**config.mk**
```make
export PLATFORM = sky130hd
export DESIGN_NAME = adc_uart_framer
export DESIGN_NICKNAME = d
export VERILOG_FILES = /design/src/rtl/adc_uart_framer.sv
export SDC_FILE = /design/constraint.sdc
export NUM_CORES = 1
export LEC_CHECK = 0
export ABC_AREA = 1
export BUFFER_PORTS_ARGS = -buffer_cell sky130_fd_sc_hd__buf_2
export CORE_UTILIZATION = 40
export CTS_CLUSTER_SIZE = 20
export DETAILED_ROUTE_END_ITERATION = 8
export PLACE_DENSITY = 0.73
export SYNTH_ARGS = -nofsm -noshare
export SYNTH_HDL_FRONTEND = slang
export SYNTH_SLANG_ARGS = --single-unit
```
**constraint.sdc**
```tcl
create_clock -name CLOCK -period 1.47 [get_ports CLOCK]
set_input_delay 0.294 -clock CLOCK [delete_from_list [all_inputs] [get_ports CLOCK]]
set_output_delay 0.294 -clock CLOCK [all_outputs]
set_load 0.005 [all_outputs]
```
**src/rtl/adc_uart_framer.sv**
```systemverilog
// Purpose: samples one of eight 12-bit ADC channels at a fixed rate and packs it into a 2-byte sync-flagged frame for the UART.
// Latency: byte0 is offered 1 cycle after the sample tick; byte1 follows 1 cycle after byte0 is accepted.
// Backpressure: bytes are held while TX_READY is low; ticks arriving while a frame is still pending are dropped and counted.
module adc_uart_framer #(
    parameter int CLK_HZ    = 50000000,
    parameter int SAMPLE_HZ = 8000
) (
    input  logic        CLOCK,
    input  logic        RESET,
    input  logic        ENABLE,
    input  logic [2:0]  CH_SEL,
    input  logic [11:0] CH0,
    input  logic [11:0] CH1,
    input  logic [11:0] CH2,
    input  logic [11:0] CH3,
    input  logic [11:0] CH4,
    input  logic [11:0] CH5,
    input  logic [11:0] CH6,
    input  logic [11:0] CH7,
    output logic [7:0]  TX_DATA,
    output logic        TX_VALID,
    input  logic        TX_READY,
    output logic        BUSY,
    output logic [7:0]  DROP_CNT
);

    localparam int DIV = CLK_HZ / SAMPLE_HZ;
    localparam int CW  = (DIV > 1) ? $clog2(DIV) : 1;
    localparam logic [CW-1:0] CNT_LAST = CW'(DIV - 1);

    // A divider below 4 cannot fit a full frame between ticks.
    if (DIV < 4) begin : g_div_too_small
        $error("adc_uart_framer: CLK_HZ/SAMPLE_HZ must be at least 4");
    end

    typedef enum logic [1:0] {
        IDLE    = 2'd0,
        SEND_HI = 2'd1,
        SEND_LO = 2'd2
    } state_t;

    state_t        state;
    logic [CW-1:0] cnt;
    logic [11:0]   sample;
    logic [11:0]   sel_val;
    logic          tick;
    logic          accept;

    assign tick   = ENABLE && (cnt == CNT_LAST);
    assign accept = TX_VALID && TX_READY;

    // Channel selected by CH_SEL at the current cycle.
    always_comb begin
        sel_val = CH0;
        case (CH_SEL)
            3'd0:    sel_val = CH0;
            3'd1:    sel_val = CH1;
            3'd2:    sel_val = CH2;
            3'd3:    sel_val = CH3;
            3'd4:    sel_val = CH4;
            3'd5:    sel_val = CH5;
            3'd6:    sel_val = CH6;
            default: sel_val = CH7;
        endcase
    end

    // Sample-rate divider: free-runs 0..DIV-1 while enabled, parked at 0 otherwise.
    always_ff @(posedge CLOCK or posedge RESET) begin
        if (RESET) begin
            cnt <= '0;
        end else if (!ENABLE) begin
            cnt <= '0;
        end else if (cnt == CNT_LAST) begin
            cnt <= '0;
        end else begin
            cnt <= cnt + 1'b1;
        end
    end

    // Frame FSM with registered byte handshake and saturating overrun counter.
    always_ff @(posedge CLOCK or posedge RESET) begin
        if (RESET) begin
            state    <= IDLE;
            sample   <= '0;
            TX_DATA  <= 8'h00;
            TX_VALID <= 1'b0;
            BUSY     <= 1'b0;
            DROP_CNT <= 8'h00;
        end else begin
            case (state)
                IDLE: begin
                    if (tick) begin
                        sample   <= sel_val;
                        TX_DATA  <= {2'b10, sel_val[11:6]};
                        TX_VALID <= 1'b1;
                        BUSY     <= 1'b1;
                        state    <= SEND_HI;
                    end
                end
                SEND_HI: begin
                    // byte1 is still pending even if byte0 goes now, so a tick here is lost.
                    if (tick && DROP_CNT != 8'hFF) begin
                        DROP_CNT <= DROP_CNT + 8'd1;
                    end
                    if (accept) begin
                        TX_DATA <= {2'b00, sample[5:0]};
                        state   <= SEND_LO;
                    end
                end
                SEND_LO: begin
                    if (accept) begin
                        if (tick) begin
                            // Back-to-back frame: the line frees up on the tick cycle itself.
                            sample  <= sel_val;
                            TX_DATA <= {2'b10, sel_val[11:6]};
                            state   <= SEND_HI;
                        end else begin
                            TX_VALID <= 1'b0;
                            BUSY     <= 1'b0;
                            state    <= IDLE;
                        end
                    end else if (tick && DROP_CNT != 8'hFF) begin
                        DROP_CNT <= DROP_CNT + 8'd1;
                    end
                end
                default: begin
                    TX_VALID <= 1'b0;
                    BUSY     <= 1'b0;
                    state    <= IDLE;
                end
            endcase
        end
    end

endmodule

```
==> qor.csv, run 1 <==
stage,metric,value,unit
outcome,status,"finished, final reports clean",
yosys,sequential share of the synthesized area,30.7,%
timing,Hold Slack,0.101,ns
power_and_ir_drop,switching share of power,28.4,%
timing,Final Cycle Share,99.5,%
yosys,number of flops mapped to enable cells by yosys,0,
worst_setup_path,crit end category,flop,
worst_setup_path,Critical Path Slowest Stage Cell,dfrtp_1,
cells_and_area,synth-to-layout area growth,38.6,%
place,IO Port Bufs,119,
route,number of routed nets with antenna violations,0,
power_and_ir_drop,switching power of the nets,642,µW
power_and_ir_drop,Comb power frac,22.0,%
cts,clock root buffer,clkbuf_8,
cts,Post-CTS Hold Fix Bufs,0,
timing,RSZ-0062 raised after global routing,true,
route,DRC violations left,0,
place,Final HPWL DP,6920,µm
route,Met2 Wirelength,4490,µm
timing,Fmax,684,MHz
yosys,synthesized area,3010,µm²
floorplan,Top Ports,121,
floorplan,initial core utilization,41.5,%
cts,CTS tree,done,
floorplan,core region area,7250,µm²
yosys,most instantiated cells after synthesis,"nand2_1, nor2_1, nand4_1, nand3_1, dfrtp_1",
cts,Clock Pin Slew Worst Setup and Hold Paths,0.07,ns
cts,clk_lat worst skew,0.29,ns
floorplan,Die Height,88.8,µm
worst_setup_path,CP bufs+invs,1,
power_and_ir_drop,Flop pwr share,45.6,%
timing,Hold Fails Final Rpt,0,
yosys,"count leader, synth",nand2_1,
grt,grt total ovfl,0,
timing,final slew viol count,0,
power_and_ir_drop,P_leak,0.00226,µW
worst_setup_path,Crit path required time,1.70,ns
timing,Worst Skew,0.00808,ns
grt,largest net degree at the start of global routing,38,
floorplan,die width,88.8,µm
worst_setup_path,"delay-heaviest family, CP",simple AND/OR/NAND/NOR gates,
yosys,Seq cells post-synth,37,
route,drt first-iter violations,201,
power_and_ir_drop,clock share of power,32.3,%
route,met3 WL,486,µm
job,Maximum Capacitance Violations,0,
cts,CTS HTree Levels,2,
yosys,Mapped Cells,458,
yosys,cell taking the most area after synthesis,dfrtp_1,
worst_setup_path,Reg2Reg Setup Slack,0.007,ns
cts,CTS max path bufs,2,
place,RePlAce Congestion,0.870,
cts,CTS Sinks,37,
place,pre-CTS setup slack,-0.0211,ns
place,placed instance area,3890,µm²
route,top layer in use,met4,
worst_setup_path,Worst Setup Path Type,flop to flop,
route,Vias,3573,
cts,Num CTS Buffers,5,
timing,Setup TNS,0,ns
yosys,Post-synth ARST share,100,%
route,drt total wl,9080,µm
worst_setup_path,CP Cell Sequence,"inv_2, nand2_2, nor2_4, nand2_2, nor2_4, nand4_4, nand2_4, nand2_1, nand2_1",
grt,vias in the first global route,3410,
timing,Setup WS post-layout,0.00739,ns
worst_setup_path,CP peak stage delay,0.42,ns
floorplan,die area,7880,µm²
route,M1 WL,3770,µm
cells_and_area,final instance area,4180,µm²
route,WL per Instance,12.9,µm
timing,Tmin final,1.46,ns
min_path,Hold Path Class,input pin to asynchronous set/reset pin,
place,placed cell count,693,
grt,GR Util All Layers,23.6,%
worst_setup_path,maximum fanout along the worst path,7,
power_and_ir_drop,VDD IR max,279,µV
worst_setup_path,WP data arrival,1.69,ns
route,total iterations of the first detailed-routing run,5,
yosys,ranking of synthesized cells by area,"dfrtp_1, nand2_1, nand4_1, nand3_1, nor2_1",
yosys,Synth top area share,30.7,%
yosys,synthesized area per cell,6.58,µm²
yosys,YS warnings,0,
timing,final setup fails,0,
grt,antenna violations before repair,0,
cells_and_area,layout cells sized above 1,37.1,%
power_and_ir_drop,Power Internal,1620,µW
cells_and_area,Nets,713,
cells_and_area,fin cells,706,
cells_and_area,Diodes inserted,0,
worst_setup_path,startpoint types,flop,
power_and_ir_drop,Pwr Density,542,nW/µm²
yosys,post-synth cell types,33,
route,Vias/cell,5.06,
yosys,Synthesized Nets,564,
floorplan,row count,31,
yosys,Post-synth top flop,dfrtp_1,
grt,first-pass GRT wire length,14500,µm
-- area by class of cell --
class / instances / area (µm²)
inverter: 39 / 146
clock buffer: 7 / 86.3
fill: 688 / 3080
tap: 99 / 124
timing repair buffer: 162 / 963
multi-input combinational: 362 / 1930
sequential: 37 / 928
-- sequential cells by signal (all words and copies together), names as in the netlist --
name and cells:
BUSY 1, TX_DATA 7, sample 6, DROP_CNT 8
cnt 13, state 2
-- worst paths after layout --
check	to	start	cells after the start
min in group CLOCK	sample[2]	CH7[2]	5
max in group asynchronous	cnt[3]	RESET	3
worst max register to register	TX_DATA[1]	cnt[8]	9
worst max-delay path	TX_DATA[1]	cnt[8]	9
worst min-delay path	DROP_CNT[6]	RESET	3
worst min register to register	TX_DATA[7]	TX_DATA[7]	2
-- layout by cell type, fill, tap and decap left out, types with 2 or more instances in the layout --
| cell | instances |
|---|---|
| nand2_4 | 2 |
| buf_2 | 119 |
| xnor2_1 | 4 |
| dfrtp_1 | 35 |
| nor3_1 | 4 |
| nand2_2 | 11 |
| nor3_2 | 3 |
| inv_2 | 10 |
| nand3_1 | 37 |
| nand4_1 | 47 |
| o21ai_0 | 9 |
| buf_6 | 2 |
| clkbuf_8 | 6 |
| o21ai_1 | 2 |
| nor3_4 | 3 |
| and3_1 | 2 |
| buf_12 | 3 |
| nand3_2 | 7 |
| nand2_1 | 148 |
| buf_4 | 38 |
| inv_1 | 28 |
| nor2_1 | 45 |
| nand4_4 | 2 |
| ha_4 | 2 |
| nor2_4 | 8 |
| o21ai_2 | 2 |
| nor2_2 | 4 |
| xor2_1 | 4 |
| dfrtp_2 | 2 |
| a21oi_1 | 10 |
-- layer usage --
metal,GRT usage [%],vias up
met3,4.48,36
met1,28.5,1577
met5,0,-
met4,12.5,0
li1,-,1812
met2,40.0,148
-- through the flow --
| step | power [µW] | utilization [%] |
|---|---|---|
| 5_1_grt | 2390 | 57.6 |
| 2_1_floorplan | 1310 | - |
| 3_3_place_gp | 1520 | 53.6 |
| 4_1_cts | 2270 | 55.9 |
| 3_5_place_dp | 1530 | 53.6 |
| 6_report | 2260 | 57.6 |
-- worst register-to-register path, cell delays in order (launching register included) --
cell     delay, ns
dfrtp_1       0.42
inv_2         0.08
nand2_2       0.06
nor2_4        0.13
nand2_2       0.07
nor2_4        0.18
nand4_4       0.18
nand2_4       0.15
nand2_1       0.06
nand2_1       0.06
-- kinds of logic after synthesis --
kind of cell / after synthesis / share of synthesized area [%]
fa+ha+maj: 3 / 1.25
other cells: 1 / 0.124
buf+inv: 60 / 10.4
flops: 37 / 30.7
compound gates: 25 / 4.40
xor+xnor: 8 / 2.33
simple gates: 324 / 50.8
-- power groups by stage --
stage	combinational, µW	sequential, µW	clock [µW]
after floorplan	258	1050	0
after global placement	471	1050	0
after detailed placement	478	1050	0
after CTS	493	1030	742
after global routing	552	1030	804
final	498	1030	732
-- timing repair --
item / in CTS / in global routing
gates resized for setup: 12 / 29
setup endpoints to repair: 22 / 26
gates cloned: 1 / 0
pin swaps: 7 / 14
buffers inserted: 2 / 3
No activity file was read; power rests on OpenSTA's default activity.
==> run 2, diff against run 1 <==
Settings changed: ABC_AREA 1 to unset, PLACE_DENSITY 0.73 to 0.76.
==> qor.csv, run 2 <==
stage,metric,value,unit,change
cells_and_area,Layout Utilization,62.8,%,+5.2 points
cells_and_area,Layout fillers,518,,-25%
min_path,Hold Path Class,input pin to asynchronous set/reset pin,,
place,RePlAce Congestion,0.885,,+1.7%
floorplan,die area,6550,µm²,-17%
worst_setup_path,Critical Path Slowest Stage Cell,or4_4,,
yosys,Post-synth ARST share,100,%,unchanged
worst_setup_path,FF-to-FF path depth,5,,-4
route,Vias/cell,5.34,,+5.5%
cells_and_area,"leading cell type in the layout, fill and taps excluded",buf_2,,
yosys,ranking of synthesized cells by area,"dfrtp_1, mux2i_1, nand2_1, nor2_1, o221ai_1",,
yosys,largest family of logic cells by synthesized area,simple AND/OR/NAND/NOR gates,,
route,DRC violations left,0,,unchanged
timing,Worst Skew,0.00937,ns,+0.00129 ns
timing,Setup WS post-layout,-0.730,ns,-0.737 ns
yosys,Post-synth top flop,dfrtp_1,,
floorplan,Die Height,80.9,µm,-8.8%
place,Final HPWL DP,5980,µm,-14%
cts,Clock Pin Slew Worst Setup and Hold Paths,0.07,ns,about the same
worst_setup_path,Crit path depth,5,,-4
route,WL per Instance,14.6,µm,+14%
yosys,post-synthesis compound-gate area fraction,21.0,%,+17 points
route,drt total wl,7780,µm,-14%
worst_setup_path,maximum fanout along the worst path,8,,+1
cells_and_area,synth-to-layout area growth,50.0,%,
worst_setup_path,CP Cell Sequence,"or4_4, or4_4, a221oi_4, buf_6, mux2_4",,
worst_setup_path,crit end category,flop,,
worst_setup_path,Worst R2R End,DROP_CNT[1],,
cts,Num CTS Buffers,5,,unchanged
worst_setup_path,R2R Path Start,cnt[10],,
route,drt first-iter violations,170,,-15%
cells_and_area,Largest register FFs,13,,unchanged
place,placed instance area,3530,µm²,-9.3%
timing,Setup TNS,-18.44,ns,-18.44 ns
floorplan,initial core utilization,41.8,%,+0.31 points
yosys,post-synth cell types,42,,+27%
cts,clk_lat worst skew,0.29,ns,about the same
place,IO Port Bufs,119,,unchanged
yosys,YS warnings,0,,unchanged
worst_setup_path,CP peak stage delay,0.54,ns,+0.12 ns
worst_setup_path,CP most frequent cell,or4_4,,
timing,RSZ-0062 raised after global routing,true,,
worst_setup_path,Reg2Reg Setup Slack,-0.73,ns,-0.74 ns
route,number of routed nets with antenna violations,0,,unchanged
floorplan,die width,80.9,µm,-8.8%
grt,largest net degree at the start of global routing,38,,unchanged
grt,first-pass GRT wire length,12200,µm,-16%
timing,final setup fails,36,,+36
cells_and_area,Diodes inserted,0,,unchanged
worst_setup_path,Worst Setup Path Type,flop to flop,,
yosys,Post-Synth XOR/XNOR Area,4.92,%,+2.6 points
yosys,Mapped Cells,291,,-36%
cells_and_area,Nets,562,,-21%
floorplan,Top Ports,121,,unchanged
worst_setup_path,worst setup path startpoint,cnt[10],,
timing,Fmax,455,MHz,-34%
yosys,sequential share of the synthesized area,37.1,%,+6.4 points
worst_setup_path,Critical Path End,DROP_CNT[1],,
timing,Tmin final,2.20,ns,+0.737 ns
route,total iterations of the first detailed-routing run,4,,-1
cts,clock root buffer,clkbuf_8,,
grt,GR Util All Layers,24.3,%,+0.61 points
yosys,simple logic cell fraction of the synthesized area,21.5,%,-29 points
outcome,failing checks,setup timing,,
worst_setup_path,"delay-heaviest family, CP",simple AND/OR/NAND/NOR gates,,
yosys,Seq cells post-synth,37,,unchanged
cells_and_area,final instance area,3740,µm²,-10%
cts,CTS Sinks,37,,unchanged
worst_setup_path,startpoint types,flop,,
worst_setup_path,CP bufs+invs,1,,unchanged
worst_setup_path,Crit path required time,1.65,ns,-0.05 ns
yosys,Synthesized Nets,397,,-30%
yosys,number of flops mapped to enable cells by yosys,0,,unchanged
floorplan,row count,28,,-9.7%
yosys,most instantiated cells after synthesis,"nand2_1, dfrtp_1, nor2_1, clkbuf_1, mux2i_1",,
yosys,multiplexer share of the synthesized area,9.49,%,+9.5 points
yosys,synthesized area per cell,8.56,µm²,+30%
cells_and_area,"commonest non-fill, non-tap cells in the layout","buf_2, buf_4, nand2_1, dfrtp_1, nor2_1",,
timing,Hold Fails Final Rpt,0,,unchanged
worst_setup_path,WP data arrival,2.38,ns,+0.69 ns
grt,antenna violations before repair,0,,unchanged
cells_and_area,layout cells sized above 1,44.3,%,+7.2 points
job,Maximum Capacitance Violations,0,,unchanged
cts,CTS max path bufs,2,,unchanged
floorplan,core region area,5960,µm²,-18%
power_and_ir_drop,VDD IR max,560,µV,+100%
grt,grt total ovfl,0,,unchanged
yosys,Adder-Cell Fraction of Synth Area,1.51,%,+0.26 points
power_and_ir_drop,P_leak,0.00190,µW,-16%
timing,Final Cycle Share,150,%,+50 points
yosys,synthesized area,2490,µm²,-17%
yosys,Synth top area share,37.1,%,+6.4 points
grt,vias in the first global route,2719,,-20%
route,Vias,2836,,-21%
yosys,"count leader, synth",nand2_1,,
outcome,status,finished with violations,,
power_and_ir_drop,Pwr Density,674,nW/µm²,+24%
cells_and_area,biggest regs,"cnt x13, DROP_CNT x8, TX_DATA x7",,
cts,CTS HTree Levels,2,,unchanged
cts,CTS tree,done,,
cells_and_area,Largest Register,cnt,,
timing,final slew viol count,0,,unchanged
yosys,cell taking the most area after synthesis,dfrtp_1,,
## run 2: repair_timing
action | in CTS | in global routing
cloned | 3 | 0
setup endpoints to repair | 36 | 36
gates resized for setup | 14 | 4
setup buffers | 2 | 2
hold buffers | 0 | 0
pin swaps | 3 | 2
## run 2: logic make-up after synthesis
family	after synthesis
other cells	1
flops	37
xor+xnor	14
buf+inv	26
mux	22
simple gates	112
fa+ha+maj	3
compound gates	76
## run 2: where the power goes
| group | internal, µW | switching, µW | leakage (µW) |
|---|---|---|---|
| logic | 356 | 320 | 0.00137 |
| clock network | 372 | 337 | 0.0000443 |
| registers | 1090 | 40.7 | 0.000488 |
| total | 1820 | 697 | 0.00190 |
## run 2: cell type report
class / count / area (µm²) / area share, %
Clock buffer: 7 / 86.3 / 2.31
Sequential cell: 37 / 926 / 24.8
Tap cell: 75 / 93.8 / 2.51
Multi-Input combinational cell: 229 / 1520 / 40.8
Timing Repair Buffer: 180 / 1100 / 29.4
Inverter: 3 / 11.3 / 0.301
## run 2: tightest hold or removal path: stages
cell and delay [ns]:
buf_2 0.09, inv_1 0.04, buf_4 0.40
## run 2: layer usage
metal	track usage [%]	part of all wire [%]	vias up
met1	29.0	42	1330
met5	0	0	-
met2	41.6	50	96
li1	-	-	1391
met4	8.39	1.8	0
met3	6.74	6.0	19
## run 2: how the worst min path moves through the flow
stage,start,to,slack [ns],depth (start not counted)
floorplan,sample[0],sample[0],0.45,2
global placement,RESET,DROP_CNT[0],0.42,3
detailed placement,RESET,cnt[5],0.43,3
CTS,RESET,cnt[5],0.12,3
global route,RESET,DROP_CNT[7],0.16,3
finish,RESET,DROP_CNT[0],0.10,3
## run 2: stage by stage
stage                     worst slack [ns]  instances  hold WS [ns]  total power [µW]
after floorplan                     -0.721        291         0.452              1470
after global placement              -0.704        517         0.416              1790
after detailed placement            -0.744        517         0.429              1800
after CTS                           -0.715        529         0.117              2520
after global routing                -0.763        531         0.164              2660
final                               -0.730        531         0.103              2520
